$ cat config.mk
export PLATFORM = sky130hd
export DESIGN_NAME = interrupt_sequencer
export DESIGN_NICKNAME = d
export VERILOG_FILES = /design/src/rtl/pipeline_pkg.sv /design/src/rtl/interrupt_sequencer.sv
export SDC_FILE = /design/constraint.sdc
export NUM_CORES = 1
export LEC_CHECK = 0
export BUFFER_PORTS_ARGS = -buffer_cell sky130_fd_sc_hd__buf_2
export CAP_MARGIN = 20
export CORE_ASPECT_RATIO = 1.25
export CORE_MARGIN = 8
export CORE_UTILIZATION = 51
export DETAILED_ROUTE_END_ITERATION = 8
export HOLD_SLACK_MARGIN = 0.1
export PLACE_DENSITY_LB_ADDON = 0.15
export SYNTH_ARGS = -nofsm -noshare
export SYNTH_HDL_FRONTEND = slang
export SYNTH_SLANG_ARGS = --single-unit
$ cat constraint.sdc
create_clock -name clk -period 4.6 [get_ports clk]
set_clock_uncertainty 0.15 [all_clocks]
set_input_delay 0.69 -clock clk [delete_from_list [all_inputs] [get_ports clk]]
set_output_delay 0.69 -clock clk [all_outputs]
set_load 0.005 [all_outputs]
$ cat src/rtl/pipeline_pkg.sv
// Shared pipeline definitions: hazard-unit and interrupt-sequencer state encodings
// plus the default interrupt vector address.
package pipeline_pkg;

   typedef enum logic [1:0] {
      HZ_NONE  = 2'd0,
      HZ_STALL = 2'd1,
      HZ_FLUSH = 2'd2
   } hazard_state_e;

   typedef enum logic [2:0] {
      INT_IDLE   = 3'd0,
      INT_DRAIN  = 3'd1,
      INT_FLUSH  = 3'd2,
      INT_VECTOR = 3'd3,
      INT_ISR    = 3'd4,
      INT_RETURN = 3'd5
   } int_state_e;

   localparam logic [9:0]  INT_VECTOR_ADDR_DEFAULT = 10'h3FF;
   localparam int unsigned INT_FLUSH_CNT_W         = 3;

endpackage

$ cat src/rtl/interrupt_sequencer.sv
// Interrupt entry/exit sequencer: drains the fetch pipe, injects decode nops,
// vectors the PC to the handler and restores it on RETI.
module interrupt_sequencer
   import pipeline_pkg::*;
#(
   parameter int unsigned         PC_WIDTH     = 10,
   parameter logic [PC_WIDTH-1:0] VECTOR_ADDR  = PC_WIDTH'(INT_VECTOR_ADDR_DEFAULT),
   parameter int unsigned         FLUSH_CYCLES = 2
) (
   input  logic                clk,
   input  logic                reset_n,
   input  logic                int_req,
   input  logic                int_en,
   input  logic                pc_stall,
   input  logic                branch_flush,
   input  logic                reti_ex,
   input  logic [PC_WIDTH-1:0] fetch_pc,
   output logic                pc_load,
   output logic [PC_WIDTH-1:0] pc_target,
   output logic                fetch_hold,
   output logic                dec_nop,
   output logic                int_ack,
   output logic                int_en_clr,
   output logic                int_en_set,
   output logic                busy
);

   localparam logic [INT_FLUSH_CNT_W-1:0] FLUSH_LOAD = INT_FLUSH_CNT_W'(FLUSH_CYCLES);

   int_state_e                 state_q, state_d;
   logic                       pending_q, pending_d;
   logic                       req_prev_q, req_prev_d;
   logic [INT_FLUSH_CNT_W-1:0] cnt_q, cnt_d;
   logic [PC_WIDTH-1:0]        resume_pc_q, resume_pc_d;
   logic                       req_rose;

   assign req_rose   = int_req & ~req_prev_q;
   assign req_prev_d = int_req;

   // A new request edge wins over the VECTOR-cycle clear so no interrupt is lost.
   assign pending_d = (pending_q & (state_q != INT_VECTOR)) | req_rose;

   always_comb begin
      state_d     = state_q;
      cnt_d       = cnt_q;
      resume_pc_d = resume_pc_q;
      case (state_q)
         INT_IDLE: begin
            if (pending_q && int_en) state_d = INT_DRAIN;
         end
         INT_DRAIN: begin
            if (!pc_stall && !branch_flush) begin
               resume_pc_d = fetch_pc;
               cnt_d       = FLUSH_LOAD;
               state_d     = INT_FLUSH;
            end
         end
         INT_FLUSH: begin
            cnt_d = cnt_q - 1'b1;
            if (cnt_q == 1) state_d = INT_VECTOR;
         end
         INT_VECTOR: state_d = INT_ISR;
         INT_ISR: begin
            if (reti_ex) state_d = INT_RETURN;
         end
         INT_RETURN: state_d = INT_IDLE;
         default:    state_d = INT_IDLE;
      endcase
   end

   always_comb begin
      pc_load    = 1'b0;
      pc_target  = resume_pc_q;
      fetch_hold = 1'b0;
      dec_nop    = 1'b0;
      int_ack    = 1'b0;
      int_en_clr = 1'b0;
      int_en_set = 1'b0;
      busy       = (state_q != INT_IDLE);
      case (state_q)
         INT_DRAIN: fetch_hold = 1'b1;
         INT_FLUSH: begin
            fetch_hold = 1'b1;
            dec_nop    = 1'b1;
         end
         INT_VECTOR: begin
            pc_load    = 1'b1;
            pc_target  = VECTOR_ADDR;
            dec_nop    = 1'b1;
            int_ack    = 1'b1;
            int_en_clr = 1'b1;
         end
         INT_RETURN: begin
            pc_load    = 1'b1;
            dec_nop    = 1'b1;
            int_en_set = 1'b1;
         end
         default: ;
      endcase
   end

   // Clearing req_prev on reset makes a request held high across reset count as an edge.
   always_ff @(posedge clk or negedge reset_n) begin
      if (!reset_n) begin
         state_q     <= INT_IDLE;
         pending_q   <= 1'b0;
         req_prev_q  <= 1'b0;
         cnt_q       <= '0;
         resume_pc_q <= '0;
      end else begin
         state_q     <= state_d;
         pending_q   <= pending_d;
         req_prev_q  <= req_prev_d;
         cnt_q       <= cnt_d;
         resume_pc_q <= resume_pc_d;
      end
   end

endmodule

==> results.yml, run 1 <==
critical_path:
  critPathKind: "flip-flop to primary output"
  crit_path_start_kind: "flip-flop"
  worst_ep_arrival_time_ns: 1.63
  path_max_fanout: 14
  endpoint_kind: "primary output"
  critPathRequiredTime_ns: 3.76
clocking:
  htree_num_levels: 1
  cts.sinks: 18
  cts_setup_buffers: 0
  hold_buffers: 0
  root_buffer: "clkbuf_4"
  cts_resized: 0
  cts_made_buffers: 3
  clk_pin_slew_worst_paths_ns: 0.10
  max-clock-path-buffers: 2
  clock_latency_ns: 0.28
  tritoncts: "done"
timing:
  setup_slack_ns: 2.13
  finalMaxSlewViolations: 0
  hold_violations: 0
  finalSetupViolCount: 0
  min_period_ns: 2.47
  max_slew_margin_pct: 62.8
  totalNegativeSetupSlack_ns: 0
  rsz0062_at_grt: "no"
  finalCritPeriodShare_pct: 53.6
  worstMarginPinSlew_ns: 0.556
  fmax_ghz: 0.406
  hold_ws_ns: 0.167
floorplanning:
  start_util_pct: 52.9
  die_w_um: 54.1
  top_level_ports: 34
  core-area_sq_mm: 0.00174
  die_height_um: 63.6
  dieArea_sq_mm: 0.00344
  row_count: 17
drt:
  dr.pass1.iters: 4
  dr.first_iter.drc_count: 14
  ant_nets: 0
  wl_per_cell_um: 13.1
  drc: 0
  vias_per_cell: 4.95
  finalWirelength_um: 1730
  num_vias: 654
synthesis:
  yosys.area.top_type: "dfrtp_1"
  yosys_register_bits: 18
  synth_top_area_share_pct: 48.8
  ys_seq_area_share_pct: 48.8
  synth_cells: 82
  ys_warn_count: 0
  synth-edff-count: 0
  synth_area_leaders: "dfrtp_1, mux2_4, nand2b_1, inv_1, ha_1"
  synth.cell_area_sq_um: 923
  syn_avg_cell_area_sq_um: 11.3
  synth_common_cells: "dfrtp_1, nand2b_1, inv_1, mux2_4"
  synthDistinctLibCells: 26
  async_flop_share_pct: 100
  yosys_most_used_dff: "dfrtp_1"
  syn-num-nets: 101
  yosys.cell_count.top_type: "dfrtp_1"
run_status:
  status: "complete, no violations"
cells_and_area:
  seq_area_sq_um: 450
  post_route_cells_drive_above_1_share_pct: 44.2
  final_area_sq_mm: 0.00111
  fin_nets: 133
  syn_to_final_growth_pct: 20.3
  fillers: 151
  finalCoreUtilization_pct: 63.7
  antenna_cells: 0
  multiInputGateArea_sq_um: 405
global_route:
  grt_pass1_wl_um: 3020
  grt-ovfl-total: 0
  gr-usage-all-layers_pct: 11.3
  grt_pass1_vias: 720
  antenna_found_initial: 0
  grt_max_degree: 19
power:
  p_per_area_mw_per_mm2: 657
  ir_drop_uv: 332
  static-leakage-power_nw: 0.627
place:
  io_buffers: 33
  place_congestion: 0.742
  place_hpwl_um: 1320
  place_ws_ns: 2.42
  place_area_sq_mm: 0.00107
hold_path:
  hold_class: "input port to asynchronous set/reset pin"
job:
  cap_viol_max_count: 0
-- layout make-up --
| type | instances | share of cell area, % |
|---|---|---|
| Tap cell | 19 | 2.14 |
| Timing Repair Buffer | 33 | 14.9 |
| Inverter | 8 | 2.70 |
| Multi-Input combinational cell | 50 | 36.5 |
| Sequential cell | 18 | 40.5 |
| Clock buffer | 4 | 3.27 |
-- routing by layer --
| metal | track usage [%] | vias up | share of wire, % |
|---|---|---|---|
| li1 | - | 332 | - |
| met1 | 13.2 | 297 | 42 |
| met2 | 17.7 | 21 | 48 |
| met3 | 3.05 | 4 | 8.1 |
| met4 | 6.48 | 0 | 2.0 |
| met5 | 0 | - | 0 |
-- worst max-delay path, stage by stage, from the launching register on --
cell,delay (ns)
dfrtp_1,0.48
nand3b_1,0.52
nand2b_1,0.21
buf_2,0.13
-- logic make-up (layout without fill, tap and decap cells) --
kind of cell               after synthesis  after routing  share of synthesized area [%]
AOI/OAI and AO/OA                       11             11                           7.59
xor gates and xnor gates                 1              1                          0.949
adders and majority gates                2              2                           2.71
buffers and inverters                   14             45                           7.32
DFF                                     18             18                           48.8
muxes                                   11             11                           16.5
and+or+nand+nor                         25             25                           16.1
-- stage by stage --
step | cells | power (mW)
2_1_floorplan | 82 | 0.530
4_1_cts | 132 | 0.746
5_1_grt | 132 | 0.799
6_report | 132 | 0.730
3_3_place_gp | 128 | 0.639
3_5_place_dp | 128 | 0.647
-- path summary, 6_finish.rpt --
kind	end	cells after the start	slack (ns)	startpoint
setup / recovery	pc_target[9]	3	2.13	state_q[2]
hold / removal	req_prev_q	1	0.17	reset_n
setup reg to reg	resume_pc_q[3]	3	2.65	state_q[2]
hold reg to reg	pending_q	1	0.29	req_prev_q
max in group asynchronous	resume_pc_q[3]	1	3.85	reset_n
min in group clk	pending_q	1	0.29	req_prev_q
-- flip-flops by register name (all words and copies together), names as in the netlist --
| signal | flops |
|---|---|
| resume_pc_q | 10 |
| cnt_q | 3 |
| state_q | 3 |
| pending_q | 1 |
| req_prev_q | 1 |
-- placed cells by master, fill, tap and decap left out --
master    netlist  final
inv_1           8      8
nand3_1         1      1
mux2i_1         1      1
mux2_2          2      2
mux2_4          8      8
nor2_1          4      4
clkbuf_4        0      3
a21oi_1         2      2
a211o_1         1      1
or3b_1          1      1
xnor2_1         1      1
a31oi_1         1      1
nand2b_1       12     12
or3_1           1      1
or3_4           1      1
dfrtp_1        18     18
ha_1            2      2
nand2_1         3      3
a31o_2          1      1
o21ai_0         4      4
o31ai_1         1      1
or3b_2          1      1
buf_2           0     33
clkbuf_8        0      1
o32ai_1         1      1
nand3b_1        1      1
-- report_power, final --
| part | internal, mW | switching (mW) |
|---|---|---|
| sequential | 0.231 | 0.0549 |
| clock | 0.0482 | 0.0458 |
| combinational | 0.207 | 0.142 |
No activity file was read; power rests on OpenSTA's default activity.
==> inputs of run 2 (changes only) <==
--- a/config.mk
+++ b/config.mk
@@ -5,11 +5,12 @@
 export SDC_FILE = /design/constraint.sdc
 export NUM_CORES = 1
 export LEC_CHECK = 0
+export ABC_AREA = 1
 export BUFFER_PORTS_ARGS = -buffer_cell sky130_fd_sc_hd__buf_2
 export CAP_MARGIN = 20
 export CORE_ASPECT_RATIO = 1.25
 export CORE_MARGIN = 8
-export CORE_UTILIZATION = 51
+export CORE_UTILIZATION = 43
 export DETAILED_ROUTE_END_ITERATION = 8
 export HOLD_SLACK_MARGIN = 0.1
 export PLACE_DENSITY_LB_ADDON = 0.15
==> constraint.sdc (replaced) <==
create_clock -name clk -period 2 [get_ports clk]
set_clock_uncertainty 0.15 [all_clocks]
set_input_delay 0.3 -clock clk [delete_from_list [all_inputs] [get_ports clk]]
set_output_delay 0.3 -clock clk [all_outputs]
set_load 0.005 [all_outputs]
==> results.yml, run 2 <==
cells_and_area:
  largest_reg_flops: 10
  stdcell_count: 180
  final_area_sq_mm: 0.00123
  reg.largest.list: "resume_pc_q: 10 flops, cnt_q: 3 flops, state_q: 3 flops"
  finalCoreUtilization_pct: 57.6
  post_route_cells_drive_above_1_share_pct: 33.3
  syn_to_final_growth_pct: 31.2
  final_common_cell: "buf_2"
  layout_common_cells: "buf_2, nand2_1, dfrtp_1"
  fillers: 210
  antenna_cells: 0
  regMostFlops: "resume_pc_q"
  fin_nets: 180
critical_path:
  endpoint_kind: "primary output"
  crit_chain: "inv_1, nor3_2, buf_4, or2_2, buf_2"
  max_stage_delay_ns: 0.43
  critPathRequiredTime_ns: 1.55
  critPathKind: "flip-flop to primary output"
  worst_ep_arrival_time_ns: 1.45
  path_max_fanout: 13
  slowest_stage: "dfrtp_1"
  crit_path_start_kind: "flip-flop"
  cp_num_buf_inv: 3
  crit_family: "buffers and inverters"
clocking:
  clk_pin_slew_worst_paths_ns: 0.09
  max-clock-path-buffers: 2
  clock_latency_ns: 0.27
  cts.sinks: 18
  cts_resized: 0
  root_buffer: "clkbuf_4"
  htree_num_levels: 1
  cts_made_buffers: 3
  tritoncts: "done"
floorplanning:
  dieArea_sq_mm: 0.00395
  die_w_um: 57.8
  die_height_um: 68.3
  core-area_sq_mm: 0.00214
  top_level_ports: 34
  row_count: 19
  start_util_pct: 43.9
run_status:
  status: "complete, no violations"
synthesis:
  synth.cell_area_sq_um: 940
  ys_seq_area_share_pct: 47.9
  syn_avg_cell_area_sq_um: 8.17
  yosys_register_bits: 18
  yosys.area.top_type: "dfrtp_1"
  synth_common_cells: "nand2_1, dfrtp_1, nand3_1, inv_1"
  yosys.cell_count.top_type: "nand2_1"
  ys_warn_count: 0
  synth_area_leaders: "dfrtp_1, nand2_1, nand3_1, or2_2, inv_1"
  yosys_most_used_dff: "dfrtp_1"
  synth_top_area_share_pct: 47.9
  synth-edff-count: 0
  synthDistinctLibCells: 20
  syn-num-nets: 134
  async_flop_share_pct: 100
  synth_cells: 115
power:
  power_frac_clock_pct: 10.4
  power.switching_uw: 634
  ir_drop_uv: 723
  power_frac_comb_pct: 51.5
  p_per_area_mw_per_mm2: 1310
  seqPwrFrac_pct: 38.1
  total_power_mw: 1.61
  netSwitchingFraction_pct: 39.3
  internal_power_uw: 979
  static-leakage-power_nw: 0.741
drt:
  num_vias: 844
  wl_per_cell_um: 11.6
  dr.first_iter.drc_count: 30
  drc: 0
  vias_per_cell: 4.69
  finalWirelength_um: 2090
  dr.pass1.iters: 4
  ant_nets: 0
place:
  place_congestion: 0.804
  place_ws_ns: 0.407
  place_area_sq_mm: 0.00110
  io_buffers: 33
  dp.cells: 166
  place_hpwl_um: 1560
timing:
  totalNegativeSetupSlack_ns: 0
  max_slew_margin_pct: 73.4
  finalSetupViolCount: 0
  min_period_ns: 1.90
  finalMaxSlewViolations: 0
  hold_violations: 0
  rsz0062_at_grt: "no"
  finalCritPeriodShare_pct: 95.1
  fmax_ghz: 0.526
  setup_slack_ns: 0.0987
  hold_ws_ns: 0.111
  worstMarginPinSlew_ns: 0.398
global_route:
  grt-ovfl-total: 0
  grt_pass1_vias: 873
  grt_max_degree: 19
  grt_pass1_wl_um: 3750
  gr-usage-all-layers_pct: 11.8
  antenna_found_initial: 0
hold_path:
  hold_class: "input port to flip-flop"
job:
  cap_viol_max_count: 0
run 2: changes by cell type in the layout (fill, tap and decap cells not counted), sizes merged, moves of 5 or more:
cell,delta
nor2,+5
mux2,-10
or2,+10
nand3,+16
nand2,+30
dlygate4sd3,+11
inv,+6
nand2b,-12
run 2: layout make-up:
cell class / count / area (sq um) / share of cell area [%]
flip-flops and latches: 18 / 450 / 36.5
multi-input cells: 78 / 390 / 31.7
repair buffers: 46 / 290 / 23.6
inverters: 14 / 52.6 / 4.26
well taps: 21 / 26.3 / 2.13
clock buffers: 3 / 22.5 / 1.83
run 2: power groups by stage:
stage	clock, mW	combinational, mW	sequential, mW
final	0.168	0.831	0.614
after global routing	0.191	0.985	0.638
after CTS	0.179	0.856	0.615
after detailed placement	0	0.837	0.624
after global placement	0	0.822	0.614
after floorplan	0	0.587	0.600
run 2: kinds of logic after synthesis:
group / share of synthesized area (%)
XOR/XNOR: 0.932
buffers and inverters: 10.5
AO/OA/AOI/OAI: 2.80
flip-flops: 47.9
AND/OR/NAND/NOR: 35.2
adder cells (fa/ha/maj): 2.66
run 2: final timing paths:
kind | startpoint | cells past startpoint | slack, ns | endpoint
min in group asynchronous | reset_n | 2 | 0.32 | cnt_q[2]
max in group asynchronous | reset_n | 2 | 1.10 | req_prev_q
worst max-delay path | state_q[1] | 5 | 0.1 | pc_target[6]
worst min register to register | req_prev_q | 1 | 0.28 | pending_q
worst min-delay path | fetch_pc[4] | 3 | 0.11 | resume_pc_q[4]
worst max register to register | state_q[2] | 6 | 0.53 | cnt_q[2]
run 2: repair_timing:
item / CTS / global route
endpoints found under the setup margin: 0 / 0
endpoints found under the hold margin: 28 / 0
buffers inserted: 0 / 0
hold buffers: 11 / 0
run 2: tightest hold or removal path, stage by stage:
cell     delay (ns)
buf_2          0.08
nand3_1        0.06
nand2_1        0.07
run 2: metal layers:
layer  wire length, um  share of wire, %  vias up  GRT usage (%)
met3               198               9.5        2           4.89
met1               936                45      374           13.2
met2               938                45       27           20.0
met5                 0                 0        -              0
li1                  -                 -      441              -
met4                14              0.67        0           3.68
